==> config.mk <==
export PLATFORM = sky130hd
export DESIGN_NAME = multicycle_ctrl_fsm
export DESIGN_NICKNAME = d
export VERILOG_FILES = /design/src/rtl/multicycle_ctrl_fsm.sv
export SDC_FILE = /design/constraint.sdc
export NUM_CORES = 1
export LEC_CHECK = 0
export ABC_AREA = 0
export BUFFER_PORTS_ARGS = -buffer_cell sky130_fd_sc_hd__buf_2
export CORE_ASPECT_RATIO = 2
export CORE_MARGIN = 2
export CORE_UTILIZATION = 30
export CTS_CLUSTER_SIZE = 40
export DETAILED_ROUTE_END_ITERATION = 8
export HOLD_SLACK_MARGIN = 0.12
export PLACE_DENSITY = 0.47
export SETUP_SLACK_MARGIN = 0.15
export SLEW_MARGIN = 40
export SYNTH_ARGS = -nofsm -noshare
export SYNTH_HDL_FRONTEND = slang
export SYNTH_SLANG_ARGS = --single-unit
==> constraint.sdc <==
create_clock -name clk -period 6.8 [get_ports clk]
set_clock_uncertainty 0.1 [all_clocks]
set_input_delay 1.36 -clock clk [delete_from_list [all_inputs] [get_ports clk]]
set_output_delay 1.36 -clock clk [all_outputs]
set_load 0.01 [all_outputs]
==> src/rtl/multicycle_ctrl_fsm.sv <==
// Multicycle RV32I-subset control FSM: sequences the shared ALU and the unified memory port.
// Optional macro ILLEGAL_TRAP_EN: unsupported decodes park in TRAP instead of retiring as a NOP.
module multicycle_ctrl_fsm #(
  parameter int CNT_W = 32
) (
  input  logic             clk,
  input  logic             rst_n,
  input  logic [6:0]       op,
  input  logic [2:0]       funct3,
  input  logic             mem_ready,
  output logic             mem_req,
  output logic             adr_src,
  output logic             mem_w,
  output logic             ir_write,
  output logic             pc_write,
  output logic             reg_w,
  output logic [1:0]       alu_src_a,
  output logic [1:0]       alu_src_b,
  output logic [1:0]       result_src,
  output logic [2:0]       alu_ctrl,
  output logic             instr_done,
  output logic [CNT_W-1:0] retired,
  output logic             illegal
);
  typedef enum logic [3:0] {
    IDLE, FETCH, DECODE, MEMADR, MEMREAD, MEMWB, MEMWRITE,
    EXECR, EXECI, JAL, JALR_EX, JALR_PC, ALUWB, TRAP
  } state_e;

  localparam logic [6:0] OP_LOAD  = 7'b0000011;
  localparam logic [6:0] OP_STORE = 7'b0100011;
  localparam logic [6:0] OP_R     = 7'b0110011;
  localparam logic [6:0] OP_I     = 7'b0010011;
  localparam logic [6:0] OP_LUI   = 7'b0110111;
  localparam logic [6:0] OP_JAL   = 7'b1101111;
  localparam logic [6:0] OP_JALR  = 7'b1100111;

  localparam logic [2:0] ALU_ADD = 3'b000, ALU_AND = 3'b010, ALU_XOR = 3'b011,
                         ALU_SRA = 3'b100, ALU_PASSB = 3'b101;

  state_e           state_q, state_d;
  logic [CNT_W-1:0] retired_q;
  logic             illegal_q, ill_set;

  always_ff @(posedge clk or negedge rst_n) begin
    if (!rst_n) begin
      state_q   <= IDLE;
      retired_q <= '0;
      illegal_q <= 1'b0;
    end else begin
      state_q   <= state_d;
      if (instr_done) retired_q <= retired_q + CNT_W'(1);
      if (ill_set)    illegal_q <= 1'b1;
    end
  end

  always_comb begin
    state_d    = state_q;
    ill_set    = 1'b0;
    mem_req    = 1'b0;
    adr_src    = 1'b0;
    mem_w      = 1'b0;
    ir_write   = 1'b0;
    pc_write   = 1'b0;
    reg_w      = 1'b0;
    alu_src_a  = 2'b00;
    alu_src_b  = 2'b00;
    result_src = 2'b00;
    alu_ctrl   = ALU_ADD;
    instr_done = 1'b0;
    case (state_q)
      IDLE: state_d = FETCH;
      FETCH: begin
        mem_req    = 1'b1;
        alu_src_b  = 2'b10;
        result_src = 2'b10;
        ir_write   = mem_ready;
        pc_write   = mem_ready;
        if (mem_ready) state_d = DECODE;
      end
      DECODE: begin
        alu_src_a = 2'b01;
        alu_src_b = 2'b01;
        if ((op == OP_LOAD || op == OP_STORE) && funct3 == 3'b010) state_d = MEMADR;
        else if (op == OP_R && (funct3 == 3'b000 || funct3 == 3'b100 ||
                                funct3 == 3'b101 || funct3 == 3'b111)) state_d = EXECR;
        else if ((op == OP_I && funct3 == 3'b000) || op == OP_LUI) state_d = EXECI;
        else if (op == OP_JAL) state_d = JAL;
        else if (op == OP_JALR && funct3 == 3'b000) state_d = JALR_EX;
        else begin
          ill_set = 1'b1;
`ifdef ILLEGAL_TRAP_EN
          state_d = TRAP;
`else
          // PC already advanced in FETCH, so retiring here makes it a NOP.
          instr_done = 1'b1;
          state_d    = FETCH;
`endif
        end
      end
      MEMADR: begin
        alu_src_a = 2'b10;
        alu_src_b = 2'b01;
        state_d   = (op == OP_STORE) ? MEMWRITE : MEMREAD;
      end
      MEMREAD: begin
        mem_req = 1'b1;
        adr_src = 1'b1;
        if (mem_ready) state_d = MEMWB;
      end
      MEMWB: begin
        result_src = 2'b01;
        reg_w      = 1'b1;
        instr_done = 1'b1;
        state_d    = FETCH;
      end
      MEMWRITE: begin
        mem_req    = 1'b1;
        adr_src    = 1'b1;
        mem_w      = 1'b1;
        instr_done = mem_ready;
        if (mem_ready) state_d = FETCH;
      end
      EXECR: begin
        alu_src_a = 2'b10;
        case (funct3)
          3'b111:  alu_ctrl = ALU_AND;
          3'b100:  alu_ctrl = ALU_XOR;
          3'b101:  alu_ctrl = ALU_SRA;
          default: alu_ctrl = ALU_ADD;
        endcase
        state_d = ALUWB;
      end
      EXECI: begin
        alu_src_b = 2'b01;
        if (op == OP_LUI) alu_ctrl  = ALU_PASSB;
        else              alu_src_a = 2'b10;
        state_d = ALUWB;
      end
      // JALR_PC shares JAL's outputs: PC <= ALUOut (target), ALU computes OldPC+4 for rd.
      JAL, JALR_PC: begin
        alu_src_a = 2'b01;
        alu_src_b = 2'b10;
        pc_write  = 1'b1;
        state_d   = ALUWB;
      end
      JALR_EX: begin
        alu_src_a = 2'b10;
        alu_src_b = 2'b01;
        state_d   = JALR_PC;
      end
      ALUWB: begin
        reg_w      = 1'b1;
        instr_done = 1'b1;
        state_d    = FETCH;
      end
      TRAP:    state_d = TRAP;
      default: state_d = IDLE;
    endcase
  end

  assign retired = retired_q;
  assign illegal = illegal_q;
endmodule

## Word level (Yosys, flattened, before mapping)

Index checks and enable logic that the tools add are counted.

- Register bits after elaboration: 37
- Bits of input ports: 13
- Logic and storage cells: 83

- $add $sub $neg: 1
- Eq/ne operators: 27
- Muxes and demuxes: 30
- Reductions and logical operators: 22

Operators by type and width:

| operator | number |
|---|---|
| $pmux 4 s9 | 1 |
| $add 32x1->32 const B | 1 |
| $mux 4 | 8 |
| $eq 4x4->1 const B | 6 |
| $eq 7x6->1 const B | 3 |
| $eq 4x3->1 const B | 4 |
| $reduce_or 3->1 | 5 |
| $eq 7x7->1 const B | 2 |
| $mux 1 | 11 |
| $eq 3x3->1 const B | 3 |
| $pmux 3 s3 | 1 |
| $eq 4x2->1 const B | 2 |
| $pmux 2 s2 | 2 |
| $reduce_or 4->1 | 2 |
| $eq 7x2->1 const B | 1 |
| $eq 7x5->1 const B | 1 |
| $ne 2x2->1 const B | 3 |
| $pmux 2 s3 | 1 |
| $pmux 3 s2 | 1 |
| $reduce_or 2->1 | 3 |
| $logic_or 1x1->1 | 5 |
| $eq 4x1->1 const B | 1 |
| $logic_and 1x1->1 | 4 |
| $logic_not 4->1 | 1 |
| 7 further kinds | 8 |

## Depth between registers and ports, before layout

- Depth in word-level cells: 8
- Depth in mapped cells: 8

## Worst setup path before layout

Ideal clock, no wire load.

- Path kind: input port to output port
- Start point: in op[3]
- End point: out instr_done
- Arrival time: 2.547 ns
- Data required time: 5.340 ns
- Path slack: 2.793 ns
- Stages: 6
- Buffers on the path: 1
- Cells stage by stage: nand3b_1 -> nor3_1 -> a32o_1 -> o31a_1 -> buf_6 -> inv_1

- Cells in the longest elaborated chain, start to end: 8
- Elaborated cells between the ends (all ways): 19
- Classes of those cells: 7 x eq/ne; 6 x mux; 6 x reduce/logical

Ends and longest elaborated chain:

| item | RTL line | RTL |
|---|---|---|
| start: declaration | 8 | `input logic [6:0] op,` |
| $eq 7x7->1 | 89 | `else if (op == OP_JALR && funct3 == 3'b000) state_d = JALR_EX;` |
| $logic_and 1x1->1 | 89 |  |
| $mux 1 | 89 |  |
| $mux 1 | 88 | `else if (op == OP_JAL) state_d = JAL;` |
| $mux 1 | 87 | `else if ((op == OP_I && funct3 == 3'b000) \|\| op == OP_LUI) state_d = EXECI;` |
| $mux 1 | 85 | `else if (op == OP_R && (funct3 == 3'b000 \|\| funct3 == 3'b100 \|\|` |
| $mux 1 * | 84 | `if ((op == OP_LOAD \|\| op == OP_STORE) && funct3 == 3'b010) state_d = MEMADR;` |
| $pmux 1 s3 * | 71 | `case (state_q)` |
| end: declaration | 21 | `output logic instr_done,` |

Mark *: on every way between the ends. The rest lies on a longest branch, timed or not.

## Worst setup path in the final report

Same ends and word-level chain as after synthesis.

==> impl_metrics.csv <==
group,metric,value,unit
status,result_of_the_run,"finished clean",
global_routing,largest_net_degree_at_the_start_of_global_routing,38,
clocking,cts_made_buffers,5,
clocking,cts_setup_buffers,0,
setup_path,slowest_delay,440,ps
routing,routed-via-count,2048,
clocking,tritoncts_num_sinks,37,
power_and_ir_drop,ir_worst_vdd,204,uV
routing,wire_per_inst,15.3,um
setup_path,cp.arrival,3230,ps
synthesis,netlist_instances,247,
global_routing,globalRouteTotalUtil,15.3,%
synthesis,syn-mean-instance-area,9.33,um^2
place,numPortBuffers,61,
synthesis,synth_seq_cells,37,
clocking,clkSlewWorstSetupHoldPaths,60,ps
place,gp_congestion,0.730,
finish,drive_above_1_share,28.9,%
timing,setup_viol,0,
routing,routed_wire_length,6.11,mm
timing,clock.fmax,0.213,GHz
die,start_util,30.5,%
global_routing,wire_length_of_the_first_global_routing_pass,9.95,mm
synthesis,synth.yosys.seq_area_share,40.2,%
timing,worst-slew-pin-transition,809,ps
routing,drt_drc_violations_left,0,
timing,timing_max_transition_violations_final,0,
global_routing,antenna_found_initial,0,
finish,syn2layout_area_growth,23.0,%
timing,period_minus_slack,4690,ps
die,die-width,66.0,um
die,fp_rows,45,
timing,timing.final.crit_share,68.9,%
power_and_ir_drop,powerDensity,349,mW/mm^2
clocking,clock_tree.root_cell,"sky130_fd_sc_hd__clkbuf_16",
die,design.die.area,0.00844,mm^2
routing,avgViaCountPerCell,5.13,
power_and_ir_drop,static-leakage-power,1.17,nW
synthesis,synth-edff-count,0,
synthesis,syn_nets,261,
global_routing,grt_pass1_vias,2066,
timing,relative_slew_slack,45.9,%
die,core,0.00754,mm^2
routing,antenna_left,0,
synthesis,synthDistinctLibCells,48,
clocking,buffer_depth_of_the_longest_clock_path,2,
timing,worst_slack,2110,ps
setup_path,crit_chain,"buf_2, nand3b_1, nor3_1, a32o_1, o31a_1, buf_4, inv_1, buf_2",
timing,rsz_0062_raised_after_global_routing,"false",
min_path,timing.hold.worst.class,"reg2reg",
clocking,tritoncts,"yes",
finish,final_nets,318,
die,num_io_pins,62,
setup_path,crit_fanout,26,
synthesis,asyncSetResetFlopFracSynth,100,%
job,cap_viol_max_count,0,
synthesis,synth.yosys.warnings,0,
synthesis,synth_flop_cell,"sky130_fd_sc_hd__dfrtp_1",
clocking,ctsHtreeMaxLevel,2,
setup_path,critical_path.startpoint_type,"input port",
setup_path,critical_path_required,5340,ps
timing,finalSetupTns,0,ps
setup_path,critPathKind,"in2out",
clocking,cts-hold-fix-buffers,0,
setup_path,critPathCaptureType,"primary output",
setup_path,critical_path.most_common_cell,"sky130_fd_sc_hd__buf_2",
clocking,post_cts_resized,0,
clocking,clock_latency,280,ps
finish,antenna_cells,0,
setup_path,worst_path_max_delay_cell,"sky130_fd_sc_hd__nor3_1",
place,dp_worst_setup_slack,2120,ps
routing,detailedRoute.firstIterationViolations,81,
routing,drt-pass1-iter-count,4,
synthesis,mappedNetlistArea,0.00230,mm^2
place,dp.final_hpwl,4.54,mm
timing,final-hold-violation-count,0,
die,fp.dieH,128,um
global_routing,grt_overflow_total,0,
-- cells by family after synthesis --
kind of cell             Yosys count  synth area share (%)
multiplexers                       1                 0.489
AO/OA/AOI/OAI                     36                  11.1
XOR/XNOR                          32                  12.2
flip-flops                        37                  40.2
AND/OR/NAND/NOR                  121                  31.8
adder cells (fa/ha/maj)            1                 0.543
buffers and inverters             19                  3.80
-- per-stage QoR --
step | instances | utilization (%) | hold slack, ps | area, um^2 | power (W)
2_1_floorplan | 247 | - | 403 | 2300 | 0.000637
4_1_cts | 399 | 37.6 | 374 | 2830 | 0.00101
3_5_place_dp | 391 | 35.5 | 360 | 2680 | 0.000758
5_1_grt | 399 | 37.6 | 380 | 2830 | 0.00107
3_3_place_gp | 391 | 35.4 | 362 | 2670 | 0.000752
6_report | 399 | 37.6 | 366 | 2830 | 0.000989
-- path summary, 6_finish.rpt --
path                            start           to  slack [ps]  cells after the start
hold reg to reg               illegal      illegal         370                      2
min in group asynchronous       rst_n  retired[17]         940                      1
setup / recovery                op[3]   instr_done        2110                      8
max in group asynchronous       rst_n   retired[4]        5310                      1
setup reg to reg           state_q[0]  retired[18]        4020                      6
hold / removal                illegal      illegal         370                      2
-- where the power goes --
group / internal, W / switching (W) / total [W]
sequential: 0.000259 / 0.0000970 / 0.000356
combinational: 0.000162 / 0.000231 / 0.000393
clock: 0.000155 / 0.0000855 / 0.000241
-- worst max-delay path, delay by kind of cell --
family	cells	cell delay [ps]
buffers and inverters	4	720
AND/OR/NAND/NOR	2	610
AO/OA/AOI/OAI	2	530
-- cell usage after synthesis (3+ instances only) --
| cell | number | area (um^2) |
|---|---|---|
| sky130_fd_sc_hd__o21ai_0 | 7 | 35.0 |
| sky130_fd_sc_hd__nor4b_1 | 4 | 35.0 |
| sky130_fd_sc_hd__clkbuf_1 | 4 | 15.0 |
| sky130_fd_sc_hd__nor4_2 | 9 | 113 |
| sky130_fd_sc_hd__nor2b_1 | 7 | 43.8 |
| sky130_fd_sc_hd__nor4_1 | 3 | 18.8 |
| sky130_fd_sc_hd__a21oi_1 | 10 | 50.1 |
| sky130_fd_sc_hd__inv_1 | 7 | 26.3 |
| sky130_fd_sc_hd__nand4_1 | 9 | 56.3 |
| sky130_fd_sc_hd__nand2_1 | 24 | 90.1 |
| sky130_fd_sc_hd__buf_1 | 5 | 18.8 |
| sky130_fd_sc_hd__dfrtp_1 | 37 | 926 |
| sky130_fd_sc_hd__nand3_1 | 10 | 50.1 |
| sky130_fd_sc_hd__nor2_1 | 16 | 60.1 |
| sky130_fd_sc_hd__or2_2 | 3 | 18.8 |
| sky130_fd_sc_hd__and3_1 | 6 | 37.5 |
| sky130_fd_sc_hd__nand3b_1 | 3 | 22.5 |
| sky130_fd_sc_hd__nand2b_1 | 4 | 25.0 |
| sky130_fd_sc_hd__xor2_1 | 25 | 219 |
| sky130_fd_sc_hd__xnor2_1 | 7 | 61.3 |
| sky130_fd_sc_hd__nor3_1 | 12 | 60.1 |
| sky130_fd_sc_hd__a21o_1 | 3 | 22.5 |
| sky130_fd_sc_hd__nor3b_1 | 3 | 22.5 |
-- registers in the layout, indices dropped and copies added, names as in the netlist --
register and cells:
illegal 1, retired 32, state_q 4
-- per-layer routing --
metal | track usage, % | up-vias | wire length (um)
li1 | - | 1002 | -
met1 | 16.5 | 971 | 2420
met2 | 28.7 | 63 | 3280
met3 | 1.84 | 12 | 255
met4 | 6.96 | 0 | 159
met5 | 0 | - | 0
-- cell usage in the layout, fill, tap and decap left out, types with 2 or more instances in the layout --
cell type / instances
sky130_fd_sc_hd__clkbuf_8: 2
sky130_fd_sc_hd__a21o_1: 3
sky130_fd_sc_hd__or2_2: 3
sky130_fd_sc_hd__o21ai_0: 7
sky130_fd_sc_hd__nand2_1: 24
sky130_fd_sc_hd__buf_2: 60
sky130_fd_sc_hd__nor4_1: 3
sky130_fd_sc_hd__nand3_1: 10
sky130_fd_sc_hd__o31ai_1: 2
sky130_fd_sc_hd__nand2b_1: 4
sky130_fd_sc_hd__and3_1: 6
sky130_fd_sc_hd__nand4_1: 9
sky130_fd_sc_hd__clkbuf_16: 5
sky130_fd_sc_hd__nand3b_1: 3
sky130_fd_sc_hd__nor4_2: 9
sky130_fd_sc_hd__a21oi_1: 10
sky130_fd_sc_hd__nor3b_1: 3
sky130_fd_sc_hd__nor2_1: 16
sky130_fd_sc_hd__a221oi_1: 2
sky130_fd_sc_hd__a31oi_1: 2
sky130_fd_sc_hd__dfrtp_1: 37
sky130_fd_sc_hd__xor2_1: 25
sky130_fd_sc_hd__nor3_1: 12
sky130_fd_sc_hd__inv_1: 7
sky130_fd_sc_hd__nor2b_1: 7
sky130_fd_sc_hd__xnor2_1: 7
sky130_fd_sc_hd__buf_4: 2
sky130_fd_sc_hd__nor4b_1: 4
-- final cells by class --
class                   count  area (um^2)
flip-flops and latches     37          926
fillers                   813         4710
repair buffers             62          315
clock inverters             1         5.00
inverters                   7         26.3
well taps                  94          118
multi-input cells         191         1290
clock buffers               7          153
Note: power is estimated with default switching activity, not from simulation.
